<file path="config.mk">
export PLATFORM = sky130hd
export DESIGN_NAME = grf_wb_ctrl
export DESIGN_NICKNAME = d
export VERILOG_FILES = /design/src/rtl/grf_wb_ctrl.sv
export SDC_FILE = /design/constraint.sdc
export NUM_CORES = 1
export LEC_CHECK = 0
export ABC_AREA = 0
export CORE_ASPECT_RATIO = 0.7
export CORE_MARGIN = 2
export CORE_UTILIZATION = 51
export DETAILED_ROUTE_END_ITERATION = 8
export GPL_TIMING_DRIVEN = 0
export PLACE_DENSITY = 0.91
export REMOVE_ABC_BUFFERS = 1
export SYNTH_ARGS = -nofsm -noshare
export SYNTH_HDL_FRONTEND = slang
export SYNTH_SLANG_ARGS = --single-unit
</file>
<file path="constraint.sdc">
create_clock -name clk -period 4.7 [get_ports clk]
set_input_delay 1.175 -clock clk [delete_from_list [all_inputs] [get_ports clk]]
set_output_delay 1.175 -clock clk [all_outputs]
set_load 0.05 [all_outputs]
</file>
<file path="src/rtl/grf_wb_ctrl.sv">
// Write-back controller: owns the single GRF write port, arbitrating between pipeline
// retirement and out-of-band multiply/divide results, and tracks per-register MD busy bits.
module grf_wb_ctrl #(
  parameter int ADDR_W = 5,
  parameter int DATA_W = 32,
  parameter int NREG   = 32
) (
  input  logic              clk,
  input  logic              reset,
  input  logic              pipe_valid,
  input  logic              pipe_wen,
  input  logic [ADDR_W-1:0] pipe_rd,
  input  logic [DATA_W-1:0] pipe_data,
  input  logic              md_issue,
  input  logic [ADDR_W-1:0] md_issue_rd,
  output logic              md_issue_stall,
  input  logic              md_done_valid,
  input  logic [ADDR_W-1:0] md_done_rd,
  input  logic [DATA_W-1:0] md_done_data,
  output logic              md_done_ready,
  input  logic [ADDR_W-1:0] q_rs,
  input  logic [ADDR_W-1:0] q_rt,
  output logic              q_rs_busy,
  output logic              q_rt_busy,
  output logic              grf_we,
  output logic [ADDR_W-1:0] grf_waddr,
  output logic [DATA_W-1:0] grf_wd,
  output logic              err_waw
);

  logic [NREG-1:0]   busy;
  logic [NREG-1:0]   busy_nxt;
  logic              hold_valid;
  logic [ADDR_W-1:0] hold_rd;
  logic [DATA_W-1:0] hold_data;

  logic              pipe_req;
  logic              md_acc;
  logic              md_acc_live;
  logic              set_en;
  logic              clr_en;
  logic [ADDR_W-1:0] clr_rd;

  assign pipe_req       = pipe_valid && pipe_wen && (pipe_rd != '0);
  assign md_done_ready  = !hold_valid && !reset;
  assign md_acc         = md_done_valid && md_done_ready;
  // Results for r0 are accepted but carry nothing worth writing or tracking.
  assign md_acc_live    = md_acc && (md_done_rd != '0);
  assign md_issue_stall = busy[md_issue_rd];
  assign q_rs_busy      = busy[q_rs];
  assign q_rt_busy      = busy[q_rt];

  assign set_en = md_issue && (md_issue_rd != '0) && !md_issue_stall;

  // A busy bit clears only when its MD result actually lands on the write port.
  always_comb begin
    clr_en = 1'b0;
    clr_rd = '0;
    if (!pipe_req) begin
      if (hold_valid) begin
        clr_en = 1'b1;
        clr_rd = hold_rd;
      end else if (md_acc_live) begin
        clr_en = 1'b1;
        clr_rd = md_done_rd;
      end
    end
  end

  // Set after clear so a same-cycle reissue to the same register stays busy.
  always_comb begin
    busy_nxt = busy;
    if (clr_en) busy_nxt[clr_rd] = 1'b0;
    if (set_en) busy_nxt[md_issue_rd] = 1'b1;
    busy_nxt[0] = 1'b0;
  end

  always_ff @(posedge clk) begin
    if (reset) begin
      busy <= '0;
    end else begin
      busy <= busy_nxt;
    end
  end

  always_ff @(posedge clk) begin
    if (reset) begin
      grf_we     <= 1'b0;
      grf_waddr  <= '0;
      grf_wd     <= '0;
      hold_valid <= 1'b0;
      hold_rd    <= '0;
      hold_data  <= '0;
    end else if (pipe_req) begin
      grf_we    <= 1'b1;
      grf_waddr <= pipe_rd;
      grf_wd    <= pipe_data;
      if (md_acc_live) begin
        hold_valid <= 1'b1;
        hold_rd    <= md_done_rd;
        hold_data  <= md_done_data;
      end
    end else if (hold_valid) begin
      grf_we     <= 1'b1;
      grf_waddr  <= hold_rd;
      grf_wd     <= hold_data;
      hold_valid <= 1'b0;
    end else if (md_acc_live) begin
      grf_we    <= 1'b1;
      grf_waddr <= md_done_rd;
      grf_wd    <= md_done_data;
    end else begin
      grf_we <= 1'b0;
    end
  end

  always_ff @(posedge clk) begin
    if (reset) begin
      err_waw <= 1'b0;
    end else if (pipe_req && busy[pipe_rd]) begin
      err_waw <= 1'b1;
    end
  end

endmodule

</file>
==> out/metrics.cfg, run 1 <==
[pwr]
p_per_area_mw_per_mm2 = 285
vdd_drop_max_uv = 221
power.leakage_nw = 2.52
p_total_mw = 2.18

[timing]
setup_viol = 0
max_slew_margin_pct = 9.32
hold_violations = 0
hold-worst-slack_ns = 0.457
fin_skew_ns = 0.00843
layout_setup_ws_ns = 0.0968
rsz0062_at_grt = no
finalCriticalPeriod_ns = 4.60
period_share_pct = 97.9
final.setup.tns_ns = 0
max_freq_mhz = 217
slew_violations = 0
worstMarginPinSlew_ns = 1.36

[logic_synthesis]
syn_avg_cell_area_um2 = 8.66
ys_ff_latch = 108
ys.warnings.count = 0
synth-edff-count = 0
async_flop_share_pct = 0
ys_types = 49
netlist_area_mm2 = 0.00593
netlist_instances = 684
seq_area_frac_synth_pct = 36.5
ys.flop_type = dfxtp_1

[die]
row_count = 32
die-area_mm2 = 0.0125
dieWidth_um = 133
initial_core_util_pct = 53.0
die_y_um = 94.2
coreArea_mm2 = 0.0112
ios = 138

[finish]
num_antenna_cells = 0
syn_to_final_growth_pct = 29.0
drive_gt1_share_pct = 9.67
final_cells = 939
final_common_cell = clkdlybuf4s50_1
final_area_mm2 = 0.00764
nets = 876
final_cell_mix = 125 x clkdlybuf4s50_1, 124 x nand2_1, 107 x dfxtp_1
final_core_util_pct = 68.4

[clocking]
clk_pin_slew_ns = 0.07
cts_max_level = 3
cts-root-buf = clkbuf_16
cts_num_sinks = 108
clock_latency_ns = 0.36
cts_tree = done
cts.path.max_buffers = 2
cts-buffers-inserted = 9
post_cts_buffers = 0

[min_path]
hold_depth = 2
hold_path_end = hold_data[6]
hold_class = flop to flop
hold_start = hold_data[6]

[route]
dr.pass1.iters = 6
post-route-drc-count = 0
routed_via_density = 6.47
wl_mm = 19.3
antenna_left = 0
vias = 6076
wire_per_inst_um = 20.6
drtIter0Drc = 646

[place]
dp_hpwl_mm = 13.3
placed_area_mm2 = 0.00733
dp_cells = 921
routabilityCongestion = 0.997
io_buffer_count = 137
post-place-ws_ns = -1.12

[setup_path]
slowest_delay_ns = 0.57
worstSetupStartpoint = q_rt[0]
cp.required_ns = 3.52
path_max_fanout = 9
crit_family = multiplexers
arrival_ns = 3.43
worstPathCellList = clkdlybuf4s15_1 -> mux4_2 -> mux4_2 -> mux2_2 -> dlygate4sd2_1
cp_num_buf_inv = 2
crit_top_cell = mux4_2
r2r-end = busy[6]
r2r_slack_ns = 1.09
crit_type = input port to output pin
r2r_cells = 5
startpoint_type = input port
cp-end-kind = output pin
slowest_stage = mux4_2
r2r_start = hold_valid

[global_routing]
use_met2_pct = 49.5
grt_first_pass_wirelength_mm = 30.8
gr-total-overflow = 0
grtUsageTotal_pct = 31.1
antenna_found_initial = 0
grt_pass1_vias = 5818
grt_max_degree = 86
gr-usage-met1_pct = 42.1
grtUsageMet3_pct = 7.77
grt_busiest_layer = met2

[run_status]
outcome = finished clean

[flow_run]
maxCapViolCount = 0

==> layer usage <==
layer  part of all wire, %  vias up  wire, um
met1                    42     2929      8120
met2                    46      327      8860
li1                      -     2778         -
met4                   2.1        0       406
met3                    10       42      1940
met5                     0        -         0
==> where the power goes <==
group	total (mW)	internal, mW	switching (mW)
sequential	0.982	0.951	0.0304
clock	0.737	0.371	0.366
combinational	0.464	0.192	0.272
==> kinds of logic after synthesis <==
family | count (synthesis) | share of synthesized area, %
mux | 75 | 17.7
buf+inv | 69 | 4.60
compound gates | 246 | 27.6
flops | 108 | 36.5
simple gates | 186 | 13.6
==> layout make-up <==
| cell class | count | area (um2) |
|---|---|---|
| inverters | 13 | 48.8 |
| clock buffers | 10 | 229 |
| repair buffers | 141 | 1420 |
| clock inverters | 6 | 55.1 |
| fillers | 837 | 3530 |
| multi-input cells | 508 | 3530 |
| flip-flops and latches | 108 | 2170 |
| well taps | 153 | 191 |
==> how the worst max path moves through the flow <==
stage,endpoint,slack (ns),cells after the start
5_1_grt,q_rs_busy,0.007,5
6_report,q_rt_busy,0.1,5
2_1_floorplan,md_issue_stall,0.48,4
4_1_cts,md_issue_stall,0.01,7
3_3_place_gp,hold_data[13],-2.27,6
3_5_place_dp,md_issue_stall,-1.12,7
==> synth_stat cells (2+ instances only) <==
library cell / instances / share of area [%]
o211ai_1: 45 / 5.7
o31ai_1: 33 / 4.2
dfxtp_1: 108 / 36
o21a_1: 2 / 0.25
nor2b_1: 5 / 0.53
o21ai_0: 39 / 3.3
mux2i_1: 42 / 7.1
inv_1: 13 / 0.82
nor2_1: 17 / 1.1
or4_1: 2 / 0.25
a21oi_1: 76 / 6.4
a31oi_1: 2 / 0.21
clkbuf_1: 39 / 2.5
a21bo_2: 3 / 0.51
nor3_1: 8 / 0.68
mux2_2: 10 / 1.9
or2_2: 2 / 0.21
nand2_1: 123 / 7.8
buf_1: 6 / 0.38
or3_1: 2 / 0.21
a211oi_1: 2 / 0.25
a221oi_1: 6 / 0.89
o211ai_2: 5 / 1.1
o311ai_1: 8 / 1.2
o22ai_1: 4 / 0.42
nor4_1: 3 / 0.32
a22oi_1: 2 / 0.25
a22o_1: 3 / 0.44
nand3_1: 16 / 1.4
a32oi_1: 2 / 0.30
buf_2: 11 / 0.93
a41oi_1: 2 / 0.30
nand3b_1: 3 / 0.38
or4_4: 2 / 0.38
a2111o_1: 2 / 0.38
mux4_2: 23 / 8.7
==> what timing repair did <==
| item | in CTS | in global routing |
|---|---|---|
| hold buffers | 0 | 0 |
| gates cloned | 1 | 0 |
| gates resized for setup | 18 | 7 |
| pin swaps | 2 | 0 |
| endpoints found under the setup margin | 40 | 24 |
==> tightest hold or removal path, stage by stage (launching register included) <==
cell	delay (ns)
dfxtp_1	0.31
nand2_1	0.05
a21oi_1	0.05
==> sequential cells by signal, indices dropped and copies added (netlist names) <==
signal,cells
busy,31
err_waw,1
grf_waddr,5
grf_wd,32
grf_we,1
hold_data,32
hold_rd,5
hold_valid,1
No activity file was read; power rests on OpenSTA's default activity.
==> run 2: changes to the inputs <==
--- a/config.mk
+++ b/config.mk
@@ -10,7 +10,6 @@
 export CORE_MARGIN = 2
 export CORE_UTILIZATION = 51
 export DETAILED_ROUTE_END_ITERATION = 8
-export GPL_TIMING_DRIVEN = 0
 export PLACE_DENSITY = 0.91
 export REMOVE_ABC_BUFFERS = 1
 export SYNTH_ARGS = -nofsm -noshare
==> out/metrics.cfg, run 2 (synthesis gave the netlist of run 1 again) <==
[timing]
hold_violations = 0
rsz0062_at_grt = no
max_freq_mhz = 221
slew_violations = 0
period_share_pct = 96.4
finalCriticalPeriod_ns = 4.53
final.setup.tns_ns = 0
worstMarginPinSlew_ns = 1.31
setup_viol = 0
fin_skew_ns = 0.00806
max_slew_margin_pct = 12.7

[finish]
final_area_mm2 = 0.00773
fillers = 806
nets = 888
reg_top3 = grf_wd x32, hold_data x32, busy x31
final_common_cell = clkdlybuf4s50_1
num_antenna_cells = 0
final_cells = 951
final_cell_mix = 133 x clkdlybuf4s50_1, 123 x nand2_1, 107 x dfxtp_1
syn_to_final_growth_pct = 30.5
drive_gt1_share_pct = 10.8
final_core_util_pct = 69.2

[die]
die-area_mm2 = 0.0125
die_y_um = 94.2
coreArea_mm2 = 0.0112
dieWidth_um = 133
row_count = 32
initial_core_util_pct = 53.0
ios = 138

[route]
dr.pass1.iters = 5
wl_mm = 19.4
route.met3.wl_mm = 2.38
drtIter0Drc = 735
wl_met1_mm = 7.88
routed.top_layer = met4
post-route-drc-count = 0
vias = 6225
routed_via_density = 6.55
wire_per_inst_um = 20.4
met2WireLength_mm = 8.67
antenna_left = 0

[pwr]
pwr-share-seq_pct = 43.4
power_frac_comb_pct = 20.7
power.leakage_nw = 2.58
vdd_drop_max_uv = 209
p_int_mw = 1.62
clkPwrFrac_pct = 35.9
p_sw_mw = 0.641
p_per_area_mw_per_mm2 = 293
p_sw_share_pct = 28.3

[min_path]
hold_depth = 2
hold_start = grf_wd[20]
hold_class = flop to flop
hold_path_end = grf_wd[20]

[clocking]
cts_num_sinks = 108
cts_resized = 0
cts.hold.buffers_added = 0
post_cts_buffers = 0
cts_tree = done
cts.path.max_buffers = 2
cts-root-buf = clkbuf_16
cts-buffers-inserted = 9
cts_max_level = 3
clock_latency_ns = 0.35
clk_pin_slew_ns = 0.07

[place]
dp_cells = 935
placed_area_mm2 = 0.00741
io_buffer_count = 137
dp_hpwl_mm = 13.6
routabilityCongestion = 0.976

[setup_path]
startpoint_type = input port
path_max_fanout = 2
cp.required_ns = 3.52
arrival_ns = 3.35
worstSetupStartpoint = md_issue_rd[0]
r2r_start = hold_valid
cp-end-kind = output pin
crit_type = input port to output pin
r2r_slack_ns = 1.66
r2r-end = busy[6]
r2r_cells = 5

[global_routing]
antenna_found_initial = 0
grt_pass1_vias = 5906
grt_max_degree = 50
grt_first_pass_wirelength_mm = 30.9
gr-total-overflow = 0
grtUsageTotal_pct = 31.3

[flow_run]
maxCapViolCount = 0

[run_status]
outcome = finished clean

run 2: changes by cell type in the layout (fill, tap and decap cells not counted), sizes merged, moves of 2 or more:
cell	previous run	this run
clkdlybuf4s15	3	0
dlygate4sd2	5	0
inv	16	14
clkinv	3	0
clkbuf	11	14
buf	6	21
clkdlybuf4s50	125	133
run 2: power by group through the flow:
stage	registers, mW	logic, mW	clock network, mW
floorplan	1.09	0.146	0
global placement	0.999	0.450	0
detailed placement	1.00	0.460	0
CTS	0.981	0.464	0.814
global route	0.985	0.497	0.849
finish	0.982	0.469	0.813
run 2: worst max path at each step:
stage / to / slack [ns] / depth (start not counted)
3_3_place_gp: md_issue_stall / 0.20 / 6
3_5_place_dp: md_issue_stall / 0.18 / 6
5_1_grt: md_issue_stall / 0.13 / 6
4_1_cts: md_issue_stall / 0.16 / 6
2_1_floorplan: md_issue_stall / 0.48 / 4
6_report: md_issue_stall / 0.17 / 6
run 2: through the flow:
step	setup WS [ns]	power, mW	hold WS, ns
2_1_floorplan	0.479	1.23	0.430
6_report	0.170	2.26	0.453
5_1_grt	0.128	2.33	0.478
3_5_place_dp	0.179	1.46	0.446
3_3_place_gp	0.201	1.45	0.439
4_1_cts	0.162	2.26	0.454
run 2: area by class of cell:
| cell class | instances | area (um2) | share of cell area, % |
|---|---|---|---|
| clock buffers | 14 | 284 | 3.67 |
| clock inverters | 2 | 38.8 | 0.502 |
| inverters | 13 | 48.8 | 0.631 |
| multi-input cells | 507 | 3510 | 45.4 |
| flip-flops and latches | 108 | 2160 | 28.0 |
| well taps | 153 | 191 | 2.48 |
| repair buffers | 154 | 1500 | 19.4 |
run 2: worst max-delay path: stages:
cell and delay, ns:
clkdlybuf4s50_1 0.55, mux4_2 0.52, a221oi_1 0.39, o311ai_2 0.16, or2_2 0.36, buf_4 0.20
run 2: per-layer routing:
layer	global-route usage (%)	vias to the layer above
met1	42.0	2916
met5	0	-
met4	10.8	0
met3	8.52	56
li1	-	2806
met2	49.1	447
